<file path="src/rtl/acc_pkg.sv">
`default_nettype none
// ============================================================================
// Package  : acc_pkg
// Desc     : Shared op-code and state types for the accumulator register bank.
// Revision : 1.0
// ============================================================================
package acc_pkg;

    typedef enum logic [2:0] {
        OP_ADD = 3'b000,
        OP_SUB = 3'b001,
        OP_AND = 3'b010,
        OP_OR  = 3'b011,
        OP_XOR = 3'b100,
        OP_SHL = 3'b101,
        OP_SHR = 3'b110,
        OP_ROL = 3'b111
    } acc_op_t;

    typedef enum logic [0:0] {
        IDLE  = 1'b0,
        SHIFT = 1'b1
    } acc_state_t;

    function automatic logic is_shift_op(input acc_op_t op);
        return (op == OP_SHL) || (op == OP_SHR) || (op == OP_ROL);
    endfunction

endpackage
`default_nettype wire

</file>
<file path="src/rtl/acc_alu.sv">
`default_nettype none
// ============================================================================
// Module   : acc_alu
// Desc     : Single-cycle accumulator ALU (add, subtract, bitwise logic).
// Revision : 1.0
// ============================================================================
module acc_alu
    import acc_pkg::*;
#(
    parameter int WIDTH = 8
) (
    input  logic [WIDTH-1:0] i_a,
    input  logic [WIDTH-1:0] i_operand,
    input  acc_op_t          i_op,
    output logic [WIDTH-1:0] o_result,
    output logic             o_carry
);

    logic [WIDTH:0] w_sum;

    // Subtraction borrow falls out as the extra top bit of the widened difference.
    always_comb begin
        w_sum    = '0;
        o_result = i_a;
        o_carry  = 1'b0;
        case (i_op)
            OP_ADD: begin
                w_sum    = {1'b0, i_a} + {1'b0, i_operand};
                o_result = w_sum[WIDTH-1:0];
                o_carry  = w_sum[WIDTH];
            end
            OP_SUB: begin
                w_sum    = {1'b0, i_a} - {1'b0, i_operand};
                o_result = w_sum[WIDTH-1:0];
                o_carry  = w_sum[WIDTH];
            end
            OP_AND:  o_result = i_a & i_operand;
            OP_OR:   o_result = i_a | i_operand;
            OP_XOR:  o_result = i_a ^ i_operand;
            default: o_result = i_a;
        endcase
    end

endmodule
`default_nettype wire

</file>
<file path="src/rtl/acc_regbank.sv">
`default_nettype none
// ============================================================================
// Module   : acc_regbank
// Desc     : Register bank with bus load/read-out and an accumulator ALU on A.
// Revision : 1.0
// ============================================================================
module acc_regbank
    import acc_pkg::*;
#(
    parameter int WIDTH = 8,
    parameter int NREG  = 2,
    parameter int SELW  = (NREG > 2) ? $clog2(NREG) : 1,
    parameter int SHW   = $clog2(WIDTH) + 1
) (
    input  logic                  CLK,
    input  logic                  CLRn,
    input  logic [WIDTH-1:0]      Din,
    input  logic [SELW-1:0]       WSEL,
    input  logic                  Wn,
    input  logic [SELW-1:0]       RSEL,
    input  logic                  En,
    output logic [WIDTH-1:0]      Dout,
    output logic                  DOE,
    input  logic [2:0]            OP,
    input  logic                  OPn,
    input  logic [SHW-1:0]        SHAMT,
    output logic [NREG*WIDTH-1:0] Q,
    output logic                  BUSY,
    output logic                  DONE,
    output logic                  CF,
    output logic                  ZF
);

    acc_state_t       r_state;
    acc_state_t       w_state_nxt;
    acc_op_t          w_op;
    acc_op_t          r_shop;
    logic [WIDTH-1:0] r_regs [NREG];
    logic [SHW-1:0]   r_cnt;
    logic             r_cf;
    logic             r_zf;
    logic             r_done;

    logic [WIDTH-1:0] w_a;
    logic [WIDTH-1:0] w_a_nxt;
    logic [WIDTH-1:0] w_opnd;
    logic [WIDTH-1:0] w_alu_res;
    logic [WIDTH-1:0] w_shift_res;
    logic             w_alu_cy;
    logic             w_shift_cy;
    logic             w_op_go;
    logic             w_is_shift;
    logic             w_last;
    logic             w_load_a;

    assign w_a        = r_regs[0];
    assign w_op       = acc_op_t'(OP);
    assign w_is_shift = is_shift_op(w_op);
    assign w_op_go    = !OPn && (r_state == IDLE);
    assign w_last     = (r_cnt == SHW'(1));
    assign w_load_a   = !Wn && (WSEL == '0);

    // Out-of-range selects read as zero when NREG is not a power of two.
    always_comb begin
        w_opnd = '0;
        for (int i = 0; i < NREG; i++) begin
            if (int'(RSEL) == i) begin
                w_opnd = r_regs[i];
            end
        end
    end

    acc_alu #(
        .WIDTH     (WIDTH)
    ) u_alu (
        .i_a       (w_a),
        .i_operand (w_opnd),
        .i_op      (w_op),
        .o_result  (w_alu_res),
        .o_carry   (w_alu_cy)
    );

    always_comb begin
        w_shift_res = {w_a[WIDTH-2:0], 1'b0};
        w_shift_cy  = w_a[WIDTH-1];
        case (r_shop)
            OP_SHR: begin
                w_shift_res = {1'b0, w_a[WIDTH-1:1]};
                w_shift_cy  = w_a[0];
            end
            OP_ROL:  w_shift_res = {w_a[WIDTH-2:0], w_a[WIDTH-1]};
            default: w_shift_res = {w_a[WIDTH-2:0], 1'b0};
        endcase
    end

    always_comb begin
        w_state_nxt = r_state;
        case (r_state)
            IDLE: begin
                if (w_op_go && w_is_shift && (SHAMT != '0)) begin
                    w_state_nxt = SHIFT;
                end
            end
            SHIFT: begin
                if (w_last) begin
                    w_state_nxt = IDLE;
                end
            end
            default: w_state_nxt = IDLE;
        endcase
    end

    // A accepted op owns A for that edge, so a same-edge load to A is dropped.
    always_comb begin
        w_a_nxt = w_a;
        if (r_state == SHIFT) begin
            w_a_nxt = w_shift_res;
        end else if (w_op_go) begin
            if (!w_is_shift) begin
                w_a_nxt = w_alu_res;
            end
        end else if (w_load_a) begin
            w_a_nxt = Din;
        end
    end

    always_ff @(posedge CLK or negedge CLRn) begin
        if (!CLRn) begin
            for (int i = 0; i < NREG; i++) begin
                r_regs[i] <= '0;
            end
        end else begin
            r_regs[0] <= w_a_nxt;
            for (int i = 1; i < NREG; i++) begin
                if (!Wn && (int'(WSEL) == i)) begin
                    r_regs[i] <= Din;
                end
            end
        end
    end

    always_ff @(posedge CLK or negedge CLRn) begin
        if (!CLRn) begin
            r_state <= IDLE;
            r_shop  <= OP_SHL;
            r_cnt   <= '0;
            r_cf    <= 1'b0;
            r_zf    <= 1'b1;
            r_done  <= 1'b0;
        end else begin
            r_state <= w_state_nxt;
            r_done  <= 1'b0;
            if (r_state == SHIFT) begin
                r_cf  <= w_shift_cy;
                r_cnt <= r_cnt - SHW'(1);
                if (w_last) begin
                    r_done <= 1'b1;
                    r_zf   <= (w_shift_res == '0);
                end
            end else if (w_op_go) begin
                r_done <= !(w_is_shift && (SHAMT != '0));
                if (w_is_shift) begin
                    r_shop <= w_op;
                    r_cnt  <= SHAMT;
                    if (SHAMT == '0) begin
                        r_zf <= (w_a == '0);
                    end
                end else begin
                    r_zf <= (w_alu_res == '0);
                    if ((w_op == OP_ADD) || (w_op == OP_SUB)) begin
                        r_cf <= w_alu_cy;
                    end
                end
            end
        end
    end

    for (genvar gi = 0; gi < NREG; gi++) begin : g_q
        assign Q[gi*WIDTH +: WIDTH] = r_regs[gi];
    end

    assign Dout = En ? '0 : w_opnd;
    assign DOE  = ~En;
    assign BUSY = (r_state == SHIFT);
    assign DONE = r_done;
    assign CF   = r_cf;
    assign ZF   = r_zf;

endmodule
`default_nettype wire

</file>
<file path="config.mk">
export PLATFORM = sky130hd
export DESIGN_NAME = acc_regbank
export DESIGN_NICKNAME = d
export VERILOG_FILES = /design/src/rtl/acc_pkg.sv /design/src/rtl/acc_alu.sv /design/src/rtl/acc_regbank.sv
export SDC_FILE = /design/constraint.sdc
export NUM_CORES = 1
export LEC_CHECK = 0
export CAP_MARGIN = 20
export CORE_ASPECT_RATIO = 2
export CORE_MARGIN = 10
export CORE_UTILIZATION = 40
export DETAILED_ROUTE_END_ITERATION = 8
export GPL_TIMING_DRIVEN = 0
export HOLD_SLACK_MARGIN = 0.1
export PLACE_DENSITY = 0.63
export SYNTH_ARGS = -nofsm -noshare
export SYNTH_HDL_FRONTEND = slang
export SYNTH_SLANG_ARGS = --single-unit
</file>
<file path="constraint.sdc">
create_clock -name CLK -period 2.5 [get_ports CLK]
set_input_delay 0.625 -clock CLK [delete_from_list [all_inputs] [get_ports CLK]]
set_output_delay 0.625 -clock CLK [all_outputs]
set_load 0.05 [all_outputs]
</file>
# Word-level counts from Yosys, hierarchy flattened
# Cells that the tools add are included.
op_classes:
  add_sub_neg: 3
  n_eq_ne: 14
  muxes: 28
  n_bitwise: 6
  reduce_logical: 27
op_table:
  columns: ["cell", "n"]
  rows:
  - ["$mux W8", 6]
  - ["$pmux W8 S5", 1]
  - ["$logic_not A8 Y1", 3]
  - ["$eq A3 B3 Y1 const B", 6]
  - ["$pmux W8 S2", 1]
  - ["$mux W1", 15]
  - ["$mux W4", 3]
  - ["$add A8 B8 Y9", 1]
  - ["$reduce_and A3 Y1", 3]
  - ["$sub A8 B8 Y9", 1]
  - ["$and A8 B8 Y8", 1]
  - ["$or A8 B8 Y8", 1]
  - ["$xor A8 B8 Y8", 1]
  - ["$eq A3 B2 Y1 const B", 2]
  - ["$logic_and A1 B1 Y1", 6]
  - ["$reduce_bool A2 Y1", 3]
  - ["$eq A4 B1 Y1 const B", 1]
  - ["$logic_not A4 Y1", 1]
  - ["$pmux W1 S2", 2]
  - ["$reduce_and A2 Y1", 2]
  - ["$reduce_bool A4 Y1", 1]
  - ["$sub A4 B1 Y4 const B", 1]
  - ["$eq A3 B1 Y1 const B", 1]
  - ["$logic_not A1 Y1", 3]
  - ["other kinds (8)", 12]
word_totals:
  output_inout_bits: 29
  elab_cells: 86
  regBits: 27
  input_bits: 22

# Longest topological paths before layout
# Gate-level depths: netlist (run 1).
depth:
  depth_word: 7
  mapped_depth: 11
  depth_no_buf: 10

# Hierarchy
# Synthesis (run 1) repeated with hierarchy kept, for this count alone.
hier_totals:
  hier_cells: 344
  area_unflattened_um2: 2991.6
by_module_without_submodules:
  columns: ["module", "cells_each", "n_inst", "seq_area_each_um2", "area_each_um2"]
  rows:
  - ["acc_regbank", 154, 1, 679.4, 1687.9]
  - ["acc_alu", 190, 1, 0.0, 1303.8]

# Least setup slack after synthesis (run 1)
# OpenSTA, ideal clock, no wires.
synth_timing:
  path_type: "input-to-reg"
  from: "in RSEL"
  to: "reg r_zf (netlist: ZF)"
  path_buffers: 1
  setup_time_ns: 0.097
  t_arrival_ns: 3.251
  path_slack_ns: -0.849
  required_time_ns: 2.403
  path_stages: 11
  cell_sequence: "clkbuf_1 > mux2i_1 > inv_1 > ha_1 > fa_1 > mux2_4 > o2bb2ai_2 > a22oi_2 > a2111oi_4 > nand4_1 > o41ai_2"
synth_between:
  elab_chain_len: 7
  word_cells_on_any_way: 11
  classes_between: "add/sub (2); mux (5); bitwise (3); reduce/logical (1)"
synth_lines:
  columns: ["item", "line", "text"]
  rows:
  - ["start, declared", "acc_regbank.sv:20", "input logic [SELW-1:0] RSEL,"]
  - ["$mux W8 (*)", "acc_regbank.sv:67", "if (int'(RSEL) == i) begin"]
  - ["$sub A8 B8 Y9 (tied with other cells)", "acc_alu.sv:33", "w_sum = {1'b0, i_a} - {1'b0, i_operand};"]
  - ["$pmux W8 S5 (*)", "acc_alu.sv:26", "case (i_op)"]
  - ["$logic_not A8 Y1 (*)", "acc_regbank.sv:169", "r_zf <= (w_alu_res == '0);"]
  - ["$mux W1 (*)", "acc_regbank.sv:162", "if (w_is_shift) begin"]
  - ["$mux W1 (*)", "acc_regbank.sv:160", "end else if (w_op_go) begin"]
  - ["$mux W1 (*)", "acc_regbank.sv:153", "if (r_state == SHIFT) begin"]
  - ["end signal, assigned", "acc_regbank.sv:158", "r_zf <= (w_shift_res == '0);"]
  - ["end signal, assigned", "acc_regbank.sv:166", "r_zf <= (w_a == '0);"]
  - ["end signal, assigned", "acc_regbank.sv:169", null]
  - ["end, declared", "acc_regbank.sv:41", "logic r_zf;"]
# Mark *: on every way between the ends. The rest lies on a longest branch, timed or not. The select of a mux whose other input is x is not followed.
# A chain may end at the register's enable or synchronous reset.

# Worst setup path in the final report (run 1)
# Ends and elaborated chain as after synthesis.

==> results of run 1 <==
==> sequential cells by signal (all words and copies together) (netlist names) <==
name	flops
BUSY	1
CF	1
r_cnt	4
r_shop	3
ZF	1
DONE	1
w_a	8
Q	8
==> path summary, 6_finish.rpt <==
| path | start | to | depth (start not counted) |
|---|---|---|---|
| worst max register to register | w_a[6] | ZF | 7 |
| min in group asynchronous | CLRn | r_cnt[0] | 1 |
| worst min register to register | r_shop[2] | r_shop[2] | 1 |
| worst min-delay path | r_shop[2] | r_shop[2] | 1 |
| max in group asynchronous | CLRn | ZF | 2 |
| worst max-delay path | RSEL | ZF | 10 |
==> worst max-delay path: cells and delay by family <==
kind	cells	cell delay [ps]
muxes	2	670
AOI/OAI and AO/OA	3	620
and+or+nand+nor	2	530
buffers and inverters	2	320
adders and majority gates	1	200
==> synth_stat cells, drive strengths merged (3+ instances only) <==
master / instances / area share, %
and2: 3 / 0.62
or2: 4 / 0.83
o31ai: 4 / 1.0
o21ai: 25 / 4.1
nand4: 3 / 0.62
nand2: 29 / 3.6
buf: 11 / 2.4
nand3: 5 / 0.83
or3: 5 / 1.0
o211ai: 7 / 1.9
nor4: 3 / 0.62
clkbuf: 9 / 1.1
a211oi: 7 / 1.9
nor3: 7 / 1.3
nor2b: 9 / 1.9
nor2: 46 / 5.7
a31oi: 6 / 1.2
dfstp: 3 / 2.6
dfrtp: 24 / 20
o21bai: 3 / 0.75
a21o: 4 / 1.0
a22oi: 6 / 1.8
inv: 28 / 3.5
nand2b: 3 / 0.62
ha: 28 / 12
a211o: 3 / 0.87
mux2i: 13 / 4.3
a21oi: 19 / 3.2
mux2: 12 / 4.7
==> cell type report <==
cell class | count | share of cell area [%]
Timing Repair Buffer | 55 | 13.4
Tap cell | 92 | 2.89
Sequential cell | 27 | 17.2
Buffer | 20 | 3.30
Clock inverter | 1 | 0.126
Multi-Input combinational cell | 297 | 58.6
Clock buffer | 3 | 1.89
Inverter | 28 | 2.64
==> cell families after synthesis <==
| logic type | count (synthesis) |
|---|---|
| buf+inv | 48 |
| simple gates | 127 |
| xor+xnor | 3 |
| flops | 27 |
| fa+ha+maj | 30 |
| mux | 25 |
| compound gates | 112 |
==> stage by stage <==
stage / util [%] / hold WS (ps)
finish: 54.4 / 506
floorplan: - / 329
detailed placement: 51.2 / 497
CTS: 53.7 / 507
global placement: 50.8 / 494
global route: 54.4 / 540
==> repair_timing <==
item | 4_1_cts | 5_1_grt
endpoints found under the setup margin | 16 | 10
gates resized for setup | 22 | 15
pin swaps | 12 | 9
buffers inserted | 5 | 2
hold endpoints to repair | 0 | 0
gates cloned | 0 | 0
==> per-layer routing <==
metal / vias up / global-route usage, % / part of all wire [%]
li1: 1460 / - / -
met3: 31 / 2.33 / 4.2
met1: 1496 / 18.6 / 36
met5: - / 0 / 0
met4: 0 / 11.8 / 4.7
met2: 125 / 34.0 / 55
==> where the power goes <==
part,internal [uW],switching (uW)
Sequential,619,313
Combinational,1530,2290
Clock,216,159
Total,2370,2760
==> metrics.txt, run 1 <==
failing checks=setup timing; layout cells sized above 1=19.7%; port bufs=47; final period demand of the worst path=2790 ps; worst slack, placed=-658 ps; # clock sinks=27; Cells after Synth=372; Nets=484; largest net degree at the start of global routing=17; top_reg_cell synth=dfrtp_1; gpl congestion=0.914; TritonCTS clock tree=done; unrepaired setup endpoints after global routing=yes; DR pass1 iterations=5; drc violations=0; fill cell count=707; Ant. Diodes=0; PD cells=1290 nW/um^2; clk slew on worst S/H paths=about 70 ps; f_max=0.358 GHz; synth-to-layout area growth=31.9%; Post-Syn Nets=424; Cell Area, Synth=3020 um^2; H-tree levels=1; Final WS setup=-293 ps; mux contribution to synthesized area=under 10%; total grt overflow=0; Die X=81.4 um; Post-synth ARST share=100%; post-synthesis compound-gate area fraction=27.1%; hold crit path type=reg2reg; register area=684 um^2; Setup violations, final=8; core region area=7320 um^2; fin crit share=112%; setup_tns=-1330 ps; worst-skew pair later-pin latency=270 ps; clk root buf=clkbuf_16; # IOs=51; FF+latch count, synth=27; DR vias=~3100; Post-synth EDFFs=0; site row count=44; routed vias/inst=5.95; antenna violations before repair=0; Power Total=5130 uW; Worst-Margin Slew=just under 700 ps; kind of critical path=in2reg; mean post-synth cell area=approximately 8.1 um^2; DP Wirelength=8560 um; vias in the first global route=3182; first-pass GRT wire length=16800 um; starting density of the core=between 40 and 50%; crit-path cells=clkbuf_16, mux2i_2, ha_1, buf_4, nand2_1, or4_4, o211ai_2, mux2i_1, a31oi_1, o41ai_2; Post-Synth Simple-Gate Area=20.5%; YS warnings=0; hold buffer count at CTS=0; commonest non-fill, non-tap cell in the layout=nor2_1; Leak=0.00168 uW; most frequent cells in the layout=nor2_1, clkdlybuf4s50_1, nand2_1, inv_1, ha_1; Worst Path Arrival=2960 ps; Crit. End Element=register; Clock Skew=1.75 ps; non-filler cells, final=523; mean routed wirelength per cell=a little over 20 um; Cell variety after synth=70; Worst Setup Start Kind=input port; CP max FO=9; Pins Over Slew Limit=0; Synth Area in Adders=12.9%; # placed instances=between 500 and 600; main combinational cell family by area after synthesis=compound AO/OA/AOI/OAI gates; gr usage total=18.5%; Max-Cap Viols=0; relative max-transition margin=53.9%; Die ar.=approximately 12000 um^2; number of buffers created by CTS=3; total wire length=between 10000 and 15000 um; Final Hold Viols=0; worst ir drop on vdd=0.000663 V; 1st-iter DRT viols=195; CP max stage delay=around 470 ps; Design Area, Final=3980 um^2; sequential share of the synthesized area=22.5%; Worst EP required=between 2000 and 3000 ps; Post-DRT Antenna Nets=0; Crit-path slowest cell=or4_4; Placed Area=3750 um^2; Reg2Reg Setup Slack=-270 ps; area of the multi-input gates=2330 um^2; Clock Tree Buf Depth=2; status=complete, but fails checks; XOR/XNOR share of the synthesized area=0.871%; Die Y=around 140 um
Power figures use the tool's default switching activity.
==> run 2, diff against run 1 <==
Settings changed: CORE_ASPECT_RATIO 2 to unset, SKIP_CTS_REPAIR_TIMING set to 1.
==> run 2 against run 1 <==
  * The flow still finishes with violations (setup timing)
  * Sequential share of layout area decreased by 0.10 points
  * Critical path depth unchanged
  * Clock power decreased by 34%
  * Flip-flop and latch count unchanged
  * Clock skew increased by 2.4 ps
  * Hold slack improved by 8.8 ps
  * Sequential power about the same
  * Routed wire length decreased by 6.4%
  * Die area decreased by 1.8%
  * Critical path type unchanged
  * Highest routed layer unchanged
==> metrics.txt, run 2 (synthesized netlist as in run 1, its figures left out) <==
mean routed wirelength per cell=19.0 um (-7.1%); largest net degree at the start of global routing=17 (unchanged); port bufs=47 (unchanged); worst ir drop on vdd=0.000664 V (+0.18%); 1st-iter DRT viols=154 (-21%); first-pass GRT wire length=16000 um (-4.9%); Post-DRT Antenna Nets=0 (unchanged); drc violations=0 (unchanged); worst slack, placed=-596 ps (+61.7 ps); DR vias=3065 (-1.5%); gr usage total=16.8% (-1.8 points); Ant. Diodes=0 (unchanged); hold crit path type=reg2reg; worst-skew pair later-pin latency=270 ps (about the same); vias in the first global route=3009 (-5.4%); highest metal used=met4; Setup violations, final=7 (-1); WL met3=600 um (+33%); CP max stage delay=340 ps (-130 ps); f_max=0.363 GHz (+1.3%); Clock Tree Buf Depth=2 (unchanged); most frequent cells in the layout=nor2_1, clkdlybuf4s50_1, nand2_1, inv_1, o21ai_0; crit-path cells=clkbuf_16, mux2i_4, inv_2, ha_4, fa_2, a21o_1, a22o_1, a311oi_2, a31oi_1, o41ai_2; kind of critical path=in2reg; gpl congestion=0.945 (+3.4%); Die ar.=11400 um^2 (-1.8%); Worst Path Arrival=2940 ps (-20 ps); # clock sinks=27 (unchanged); Die Y=107 um (-25%); total grt overflow=0 (unchanged); commonest non-fill, non-tap cell in the layout=nor2_1; Final WS setup=-257 ps (+36.1 ps); site row count=31 (-30%); DP Wirelength=7840 um (-8.4%); final period demand of the worst path=2760 ps (-36.1 ps); TritonCTS clock tree=done; relative max-transition margin=58.8% (+4.8 points); Crit. End Element=register; status=complete, but fails checks; Final Util=55.0% (+0.65 points); number of buffers created by CTS=3 (unchanged); Routed met2 length=4870 um (-17%); core region area=7290 um^2 (-0.41%); met1 wire length=4480 um (+16%); Final Hold Viols=0 (unchanged); routed vias/inst=5.82 (-2.3%); Leak=0.00173 uW (+2.9%); unrepaired setup endpoints after global routing=yes; Worst Hold Path Cells=1 (unchanged); Nets=481 (-0.62%); total wire length=10000 um (-6.4%); Clock Skew=4.11 ps (+2.36 ps); clk root buf=clkbuf_8; R2R cell count=7 (unchanged); Worst Path Buf+Inv=2 (unchanged); fin crit share=110% (-1.4 points); Crit-path slowest cell=fa_2; H-tree levels=1 (unchanged); antenna violations before repair=0 (unchanged); fill cell count=690 (-2.4%); CP max FO=8 (-1); failing checks=setup timing; critical path depth=10 (unchanged); starting density of the core=41.4% (+0.17 points); largest delay contributor family on the critical path=compound AO/OA/AOI/OAI gates; # IOs=51 (unchanged); Pins Over Slew Limit=0 (unchanged); Worst-Margin Slew=617 ps (-69.6 ps); clk slew on worst S/H paths=90 ps (+20 ps); synth-to-layout area growth=33.0%; Die X=107 um (+31%); Max-Cap Viols=0 (unchanged); layout cells sized above 1=19.6% (-0.095 points); Worst EP required=2680 ps (about the same); DR pass1 iterations=5 (unchanged); Worst Setup Start Kind=input port; PD cells=1250 nW/um^2 (-3.1%)
[run 2: worst reg2reg max path: cells and delay by family (launching register included)]
kind                     cells  cell delay, ps
multiplexers                 2             700
AND/OR/NAND/NOR              1             540
adder cells (fa/ha/maj)      1             290
AO/OA/AOI/OAI                3             610
flip-flops                   1             530
[run 2: cell type report]
type	instances	area, um^2	share of cell area, %
multi-input combinational	297	2370	59.1
sequential	27	686	17.1
timing repair buffer	52	548	13.7
buffer	20	134	3.34
tap	99	124	3.09
inverter	28	105	2.62
clock buffer	4	45.0	1.12
[run 2: power breakdown]
part           switching (uW)  internal [uW]
sequential                313            620
clock                     132            114
combinational            2260           1560
[run 2: path summary, 6_finish.rpt]
kind	startpoint	to	slack, ps
worst max-delay path	RSEL	ZF	-260
worst min-delay path	r_cnt[0]	r_cnt[0]	510
worst max register to register	w_a[6]	ZF	-250
worst min register to register	r_cnt[0]	r_cnt[0]	510
max in group asynchronous	CLRn	ZF	1190
min in group asynchronous	CLRn	r_cnt[1]	730
[run 2: stage by stage]
step / total power (uW) / cell area, um^2 / setup TNS (ps) / hold WS, ps / std cells
3_5_place_dp: 4400 / 3750 / -4990 / 502 / 519
6_report: 5010 / 4010 / -1030 / 514 / 527
2_1_floorplan: 3450 / 3130 / -1360 / 329 / 372
4_1_cts: 4670 / 3800 / -2230 / 520 / 523
5_1_grt: 5380 / 4010 / -1750 / 532 / 527
3_3_place_gp: 4350 / 3730 / -4980 / 491 / 518
[run 2: per-layer routing]
metal  up-vias  GRT usage [%]
li1       1456              -
met1      1501           22.5
met2       103           28.2
met3         5           1.98
met4         0           3.19
met5         -              0
